<file path="src/rtl/sprite_scaler.sv">
// sprite_scaler: places one ROM sprite at (pos_x,pos_y) with integer
// magnification and transparency, and composites it over the background.
// The ROM address comes from incremental texel/repeat counters, so the pixel
// path has no multipliers or dividers.
// Optional feature macro: SPRITE_SCALER_MIRROR_EN (horizontal mirroring).
module sprite_scaler #(
  parameter int SPR_W      = 43,
  parameter int SPR_H      = 50,
  parameter int ADDR_W     = 12,
  parameter int IDX_W      = 9,
  parameter int SCALE_W    = 3,
  parameter int TRANSP_IDX = 0
) (
  input  logic              vga_clk,
  input  logic              reset_n,
  input  logic [9:0]        DrawX,
  input  logic [9:0]        DrawY,
  input  logic              blank,
  input  logic              enable,
  input  logic [9:0]        pos_x,
  input  logic [9:0]        pos_y,
  input  logic [SCALE_W-1:0] scale,
  input  logic              mirror_x,
  input  logic [3:0]        bg_red,
  input  logic [3:0]        bg_green,
  input  logic [3:0]        bg_blue,
  output logic [ADDR_W-1:0] rom_address,
  input  logic [IDX_W-1:0]  rom_q,
  input  logic [3:0]        pal_red,
  input  logic [3:0]        pal_green,
  input  logic [3:0]        pal_blue,
  output logic [3:0]        red,
  output logic [3:0]        green,
  output logic [3:0]        blue,
  output logic              sprite_hit
);
  localparam int CW = $clog2(SPR_W);
  localparam int RW = $clog2(SPR_H);

  typedef enum logic [1:0] {V_WAIT, V_ACTIVE, V_DONE} vst_t;
  typedef enum logic [1:0] {H_WAIT, H_ACTIVE, H_DONE} hst_t;

  // Frame start and line start; on the frame-start cycle the live inputs are
  // used directly so a sprite at (0,0) is drawn from its first pixel.
  logic fs, lstart;
  assign lstart = (DrawX == 10'd0);
  assign fs     = lstart && (DrawY == 10'd0);

  logic               en_q, en_c;
  logic [9:0]         px_q, px_c, py_q, py_c;
  logic [SCALE_W-1:0] sc_q, sc_c, scm1;

  assign en_c = fs ? (enable && (pos_x < 10'd640) && (pos_y < 10'd480)) : en_q;
  assign px_c = fs ? pos_x : px_q;
  assign py_c = fs ? pos_y : py_q;
  assign sc_c = fs ? ((scale == '0) ? SCALE_W'(1) : scale) : sc_q;
  assign scm1 = sc_c - 1'b1;

  logic [CW-1:0] cstart, cend;
`ifdef SPRITE_SCALER_MIRROR_EN
  logic mir_q, mir_c;
  assign mir_c  = fs ? mirror_x : mir_q;
  assign cstart = mir_c ? CW'(SPR_W-1) : '0;
  assign cend   = mir_c ? '0 : CW'(SPR_W-1);
  // Shadow mirror flag, refreshed at frame start only.
  always_ff @(posedge vga_clk or negedge reset_n)
    if (!reset_n) mir_q <= 1'b0;
    else          mir_q <= mir_c;
`else
  logic unused_mirror;
  assign unused_mirror = mirror_x;
  assign cstart = '0;
  assign cend   = CW'(SPR_W-1);
`endif

  // Shadow configuration, refreshed at frame start only.
  always_ff @(posedge vga_clk or negedge reset_n)
    if (!reset_n) begin
      en_q <= 1'b0; px_q <= '0; py_q <= '0; sc_q <= SCALE_W'(1);
    end else begin
      en_q <= en_c; px_q <= px_c; py_q <= py_c; sc_q <= sc_c;
    end

  // Vertical and horizontal state; the _d values also describe the current pixel.
  vst_t               v_q, v_d;
  logic [SCALE_W-1:0] vrep_q, vrep_d, hrep_q, hrep_d, hrep_c;
  logic [RW-1:0]      trow_q, trow_d;
  logic [ADDR_W-1:0]  row_q, row_d, addr_q, addr_d;
  hst_t               h_q, h_d, h_b;
  logic [CW-1:0]      col_q, col_d, col_c;
  logic               h_start, in_c;

  // Vertical FSM: advances only at line start, one texel row per scale lines.
  always_comb begin
    v_d = v_q; vrep_d = vrep_q; trow_d = trow_q; row_d = row_q;
    if (lstart) begin
      if (fs) begin
        v_d = V_WAIT; vrep_d = '0; trow_d = '0; row_d = '0;
      end
      case (v_d)
        V_WAIT:
          if (DrawY == py_c) begin
            v_d = V_ACTIVE; vrep_d = '0; trow_d = '0; row_d = '0;
          end
        V_ACTIVE:
          if (vrep_d == scm1) begin
            if (trow_d == RW'(SPR_H-1)) v_d = V_DONE;
            else begin
              vrep_d = '0;
              trow_d = trow_d + 1'b1;
              row_d  = row_d + ADDR_W'(SPR_W);
            end
          end else vrep_d = vrep_d + 1'b1;
        default: ;
      endcase
    end
  end

  // Horizontal FSM and ROM address; a line start always drops back to wait,
  // which clips a sprite running off the right edge.
  always_comb begin
    h_b     = lstart ? H_WAIT : h_q;
    h_start = (h_b == H_WAIT) && (v_d == V_ACTIVE) && en_c && (DrawX == px_c);
    in_c    = h_start || (h_b == H_ACTIVE);
    col_c   = h_start ? cstart : col_q;
    hrep_c  = h_start ? '0 : hrep_q;
    h_d = h_b; col_d = col_q; hrep_d = hrep_q; addr_d = addr_q;
    if (in_c) begin
      addr_d = row_d + ADDR_W'(col_c);
      h_d    = H_ACTIVE;
      col_d  = col_c;
      hrep_d = hrep_c + 1'b1;
      if (hrep_c == scm1) begin
        hrep_d = '0;
        if (col_c == cend) h_d = H_DONE;
`ifdef SPRITE_SCALER_MIRROR_EN
        else col_d = mir_c ? col_c - 1'b1 : col_c + 1'b1;
`else
        else col_d = col_c + 1'b1;
`endif
      end
    end
  end

  // State registers for both FSMs and the ROM address.
  always_ff @(posedge vga_clk or negedge reset_n)
    if (!reset_n) begin
      v_q <= V_WAIT; vrep_q <= '0; trow_q <= '0; row_q <= '0;
      h_q <= H_WAIT; col_q <= '0; hrep_q <= '0; addr_q <= '0;
    end else begin
      v_q <= v_d; vrep_q <= vrep_d; trow_q <= trow_d; row_q <= row_d;
      h_q <= h_d; col_q <= col_d; hrep_q <= hrep_d; addr_q <= addr_d;
    end

  assign rom_address = addr_q;

  // First delay stage for blank, background and in-sprite, matching ROM latency.
  logic        bl_q, in_q;
  logic [11:0] bg_q;
  always_ff @(posedge vga_clk or negedge reset_n)
    if (!reset_n) begin
      bl_q <= 1'b0; in_q <= 1'b0; bg_q <= '0;
    end else begin
      bl_q <= blank; in_q <= in_c; bg_q <= {bg_red, bg_green, bg_blue};
    end

  // Output compositing: blanking, then opaque sprite texel, then background.
  logic [11:0] rgb_q;
  logic        hit_q;
  always_ff @(posedge vga_clk or negedge reset_n)
    if (!reset_n) begin
      rgb_q <= '0; hit_q <= 1'b0;
    end else if (!bl_q) begin
      rgb_q <= '0; hit_q <= 1'b0;
    end else if (in_q && (rom_q != IDX_W'(TRANSP_IDX))) begin
      rgb_q <= {pal_red, pal_green, pal_blue}; hit_q <= 1'b1;
    end else begin
      rgb_q <= bg_q; hit_q <= 1'b0;
    end

  assign {red, green, blue} = rgb_q;
  assign sprite_hit = hit_q;
endmodule

</file>
<file path="config.mk">
export PLATFORM = sky130hd
export DESIGN_NAME = sprite_scaler
export DESIGN_NICKNAME = d
export VERILOG_FILES = /design/src/rtl/sprite_scaler.sv
export SDC_FILE = /design/constraint.sdc
export NUM_CORES = 1
export LEC_CHECK = 0
export BUFFER_PORTS_ARGS = -buffer_cell sky130_fd_sc_hd__buf_2
export CAP_MARGIN = 20
export CORE_UTILIZATION = 30
export DETAILED_ROUTE_END_ITERATION = 10
export PLACE_DENSITY_LB_ADDON = 0.12
export SYNTH_ARGS = -nofsm -noshare
export SYNTH_HDL_FRONTEND = slang
export SYNTH_SLANG_ARGS = --single-unit
</file>
<file path="constraint.sdc">
create_clock -name vga_clk -period 7.55 [get_ports vga_clk]
set_input_delay 0.3775 -clock vga_clk [delete_from_list [all_inputs] [get_ports vga_clk]]
set_output_delay 0.3775 -clock vga_clk [all_outputs]
set_load 0.03 [all_outputs]
</file>
* Yosys cells after proc, flatten, opt, wreduce, memory -nomap -nowiden *
Index checks and enable logic that the tools add are counted.

storage, ports and cells
  output and inout port bits = 25
  input port bits = 81
  logic and storage cells = 93
  register bits after elaboration = 97

cells by class
  multiplexer cells = 44
  order comparisons = 2
  reduce and logical (&&, ||, !) cells = 14
  add/subtract/negate cells = 7
  eq/ne operators = 9

operator list
  operator                                              number
  2-to-1 mux 12 bit                                     8
  2-to-1 mux 6 bit                                      8
  2-to-1 mux 3 bit                                      9
  one-hot mux 12 bit (2 select lines)                   1
  == test 10 bit                                        2
  zero test 10 bit                                      2
  2-to-1 mux 10 bit                                     2
  2-to-1 mux 2 bit                                      10
  adder 12 x 6 -> 12 bit                                1
  adder 12 x 6 -> 12 bit (second input constant)        1
  adder 6 x 1 -> 6 bit (second input constant)          2
  == test 6 bit (second input constant)                 2
  one-hot mux 6 bit (2 select lines)                    1
  < comparator 10 bit (second input constant)           1
  < comparator 10 x 9 -> 1 bit (second input constant)  1
  nonzero test 9 bit                                    1
  logical AND 1 bit                                     7
  adder 3 x 1 -> 3 bit (second input constant)          2
  == test 2 x 1 -> 1 bit (second input constant)        3
  == test 3 bit                                         2
  one-hot mux 3 bit (2 select lines)                    1
  zero test 2 bit                                       2
  one-hot mux 2 bit (2 select lines)                    1
  zero test 3 bit                                       1
  other kinds (3)                                       5

* Depth between registers and ports, before layout *
  word-level depth = 18
  gate-level depth with buffers = 29
  mapped depth without buffers = 24

* Worst setup path before layout *
OpenSTA, ideal clock, no wires.

  kind = in2reg
  start = input DrawY[4]
  end = register addr_q[10] (netlist: rom_address[10])
  required time = 7.418 ns
  buffers on the path = 3
  arrival time = 5.720 ns
  library setup time = 0.132 ns
  cell stages on the path = 27
  setup slack = 1.698 ns
  cell sequence = nor4_1 -> nand3_1 -> nor2_1 -> buf_2 -> mux2i_1 -> ha_1 -> xnor3_1 -> nand3_1 -> nor2_1 -> a31oi_1 -> nor2_1 -> or4_4 -> buf_6 -> clkbuf_1 -> nand2_1 -> inv_1 -> ha_1 -> fa_1 -> a21o_1 -> a21oi_1 -> o21bai_1 -> a21oi_1 -> a31oi_1 -> o2111ai_1 -> and4b_1 -> xnor2_1 -> o21ai_1

between the ends
  longest elaborated chain between the ends = 15

RTL lines
  what                                                                               RTL line  text
  start: declaration                                                                 17        input logic [9:0] DrawY,
  parallel branches: the longest is 7 deep, another holds subtractor 3 x 1 -> 3 bit  --
  one-hot mux 2 bit (2 select lines) *                                               100       case (v_d)
  2-to-1 mux 2 bit *                                                                 96        if (lstart) begin
  via v_d[1]                                                                         85        vst_t v_q, v_d;
  == test 2 x 1 -> 1 bit *                                                           123       h_start = (h_b == H_WAIT) && (v_d == V_ACTIVE) && en_c && (DrawX == px_c);
  logical AND 1 bit * (3 in series)                                                  123
  2-to-1 mux 6 bit                                                                   125       col_c = h_start ? cstart : col_q;
  adder 12 x 6 -> 12 bit                                                             129       addr_d = row_d + ADDR_W'(col_c);
  end signal: assignment                                                             149       h_q <= H_WAIT; col_q <= '0; hrep_q <= '0; addr_q <= '0;
  end signal: assignment                                                             152       h_q <= h_d; col_q <= col_d; hrep_q <= hrep_d; addr_q <= addr_d;
  end: declaration                                                                   88        logic [ADDR_W-1:0] row_q, row_d, addr_q, addr_d;

Mark *: on every way through the listed nets, which the timed path passes. The select of a mux whose other input is x is not followed.
A chain may end at the register's enable or synchronous reset.

* Worst setup path after layout *
  start = input DrawX[6]
  end = register addr_q[10] (netlist: rom_address[10])

between the ends
  longest elaborated chain between the ends = 15

RTL lines
  what                                                                               RTL line  text
  start: declaration                                                                 16        input logic [9:0] DrawX,
  zero test 10 bit *                                                                 46        assign lstart = (DrawX == 10'd0);
  parallel branches: the longest is 7 deep, another holds subtractor 3 x 1 -> 3 bit  --
  2-to-1 mux 2 bit *                                                                 96
  via v_d[1]                                                                         85
  == test 2 x 1 -> 1 bit *                                                           123
  logical AND 1 bit * (3 in series)                                                  123
  2-to-1 mux 6 bit                                                                   125
  adder 12 x 6 -> 12 bit                                                             129

Marks and branches as above.

==> reports/results.ini <==
[clocking]
cts_buffer_depth=2
hold_buffers=0
numCtsBuffers=9
ctsResizeCount=0
insertion_delay_ns=0.36
cts_tree=built
root_buffer=clkbuf_16
clock_sinks=97
clk_pin_slew_ns=0.08
cts_setup_buffers=0
htreeDepth=3

[timing]
setup_viol=0
hold_viol=0
post-route-period-util=0.774
tightest_slew_ns=1.00
max_freq_ghz=0.171
rsz0062_at_grt=no
finalClockSkew_ns=0.0111
slew_headroom=0.331
finalWorstPathRequiredPeriod_ns=5.84
slew_violations=0
setup_ws_ns=1.71
setup_tns_ns=0

[final_layout]
layout_common_cells=nand2_1 (111), buf_2 (103), dfrtp_1 (96), inv_1 (37), o21ai_0 (37)
drive_gt1_frac=0.202
utilization=0.371
fin_nets=820
final_common_cell=nand2_1
n_antenna_cell=0
syn2layout_area_growth_pct=19.6

[hold_path]
hold_class=input pin to asynchronous set/reset pin

[worst_setup_path]
critical_path_arrival_ns=6.07
crit_fanout=21
critPathKind=input pin to flip-flop
slowest_delay_ns=0.70
critPathSlowestCell=or4_4
startpoint_type=input pin
endpoint_kind=flip-flop
critical_path_required_ns=7.77

[routing]
wl_per_cell_um=16.1
firstDrtPassIters=8
ant_nets=0
vias=4884
remaining_drc_errors=12
wl_um=15500
vias_per_cell=5.10
initialDrtViolationCount=290

[floorplan]
die_height_um=139
start_util=0.310
dieWidth_um=139
rows=49
core_area_um2=18100
top_level_ports=106
dieArea_um2=19300

[pwr]
powerDensity_nw_per_um2=163
ir_worst_vdd_mv=0.104
p_leak_nw=3.25

[synth]
netlist_instances=621
yosys.cell_types.count=77
ys_seq_area_frac=0.432
yosys_warnings=0
ys_ff_latch=97
synth-edff-count=0
synth.avg_cell_area_um2=9.06
synth_nets=717
ys.flop_type=dfrtp_1
syn_area_um2=5630
synth-async-reset-ratio=1.00

[global_route]
grt_pass1_vias=4866
grt_max_degree=56
antenna_found_initial=0
grt_pass1_wl_um=25400
grt_usage=0.166
grt-ovfl-total=0

[placement]
place_congestion=0.849
dp_hpwl_um=11300
numPortBuffers=104
dp_slack_ns=1.34

[run_status]
violations=DRC
status=complete, but fails checks

[flow_run]
maxCapViolCount=0

-- sequential cells by signal (all words and copies together), names as in the netlist, 2 cells and up --
signal       flops
rgb_q           12
px_q            10
bg_q            12
row_q           12
py_q            10
vrep_q           3
v_q              2
h_q              2
rom_address     12
hrep_q           3
trow_q           6
sc_q             3
col_q            6
-- Yosys cell counts (3+ instances only) --
cell | number | share of area
nand2_1 | 111 | 0.074
dfrtp_1 | 96 | 0.43
inv_1 | 37 | 0.025
o21ai_0 | 37 | 0.033
a21oi_1 | 32 | 0.028
nor2_1 | 26 | 0.017
nor2b_1 | 20 | 0.022
nand3_1 | 18 | 0.016
xor2_1 | 18 | 0.028
mux2i_1 | 17 | 0.030
ha_1 | 14 | 0.031
and2_1 | 13 | 0.014
xnor2_1 | 13 | 0.020
clkbuf_1 | 12 | 0.0080
nor3_1 | 10 | 0.0089
nor4_1 | 10 | 0.011
o21ai_1 | 8 | 0.0071
a21o_1 | 7 | 0.0093
o2111ai_1 | 7 | 0.011
a31oi_1 | 6 | 0.0067
and3_1 | 6 | 0.0067
nand4_1 | 6 | 0.0067
o21a_1 | 6 | 0.0080
a211oi_1 | 4 | 0.0053
buf_2 | 4 | 0.0036
nand2b_1 | 4 | 0.0044
o22ai_1 | 4 | 0.0044
o31ai_1 | 4 | 0.0053
nand3b_1 | 3 | 0.0040
o21bai_1 | 3 | 0.0040
o221ai_1 | 3 | 0.0047
or2_2 | 3 | 0.0033
-- layout make-up --
| class | count | area, um^2 |
|---|---|---|
| Multi-Input combinational cell | 466 | 2970 |
| Sequential cell | 97 | 2430 |
| Fill cell | 1848 | 11400 |
| Clock inverter | 7 | 96.3 |
| Inverter | 37 | 139 |
| Tap cell | 229 | 287 |
| Timing Repair Buffer | 113 | 591 |
| Clock buffer | 9 | 225 |
-- where the power goes --
part | internal [mW] | total, mW | switching, mW
Clock | 0.268 | 0.497 | 0.230
Combinational | 0.0285 | 0.0716 | 0.0431
Sequential | 0.526 | 0.529 | 0.00265
Total | 0.822 | 1.10 | 0.275
-- worst max-delay path: cells and delay by family --
kind                     cells  cell delay [ns]
AND/OR/NAND/NOR              9             2.24
multiplexers                 1             0.19
AO/OA/AOI/OAI                8             1.26
XOR/XNOR                     2             0.42
adder cells (fa/ha/maj)      3             0.94
buffers and inverters        4             0.63
-- worst paths after layout --
| kind | from | endpoint | slack, ns | cells after the start |
|---|---|---|---|---|
| max | DrawX[6] | rom_address[10]$_DFFE_PN0N_ | 1.71 | 27 |
| min | reset_n | px_q[1]$_DFF_PN0_ | 0.02 | 1 |
| max reg2reg | sc_q[0]$_DFF_PN1_ | rom_address[10]$_DFFE_PN0N_ | 2.39 | 22 |
| min reg2reg | rom_address[3]$_DFFE_PN0N_ | rom_address[3]$_DFFE_PN0N_ | 0.48 | 2 |
| max in group asynchronous | reset_n | row_q[3]$_DFF_PN0_ | 6.41 | 2 |
| min in group vga_clk | bg_red[2] | bg_q[10]$_DFF_PN0_ | 0.12 | 1 |
-- cells by family after synthesis --
group                    synth area share
AND/OR/NAND/NOR                     0.211
AO/OA/AOI/OAI                       0.185
flip-flops                          0.432
buffers and inverters              0.0429
XOR/XNOR                           0.0523
multiplexers                       0.0422
adder cells (fa/ha/maj)            0.0347
-- per-stage QoR --
stage          total power, mW  instance area (um^2)  hold WS [ns]  std cells
3_3_place_gp             0.611                  6410         0.428        942
5_1_grt                   1.15                  6730        0.0649        958
6_report                  1.10                  6730        0.0175        958
4_1_cts                   1.12                  6730        0.0491        958
2_1_floorplan            0.565                  5630        0.0819        621
3_5_place_dp             0.612                  6410         0.429        942
-- per-layer routing --
layer  vias up  routed length [um]  track usage
li1       2411                   -            -
met1      2324                7220        0.220
met2       136                7330        0.276
met3        13                 752       0.0297
met4         0                 173       0.0503
met5         -                   0            0
No activity file was read; power rests on OpenSTA's default activity.
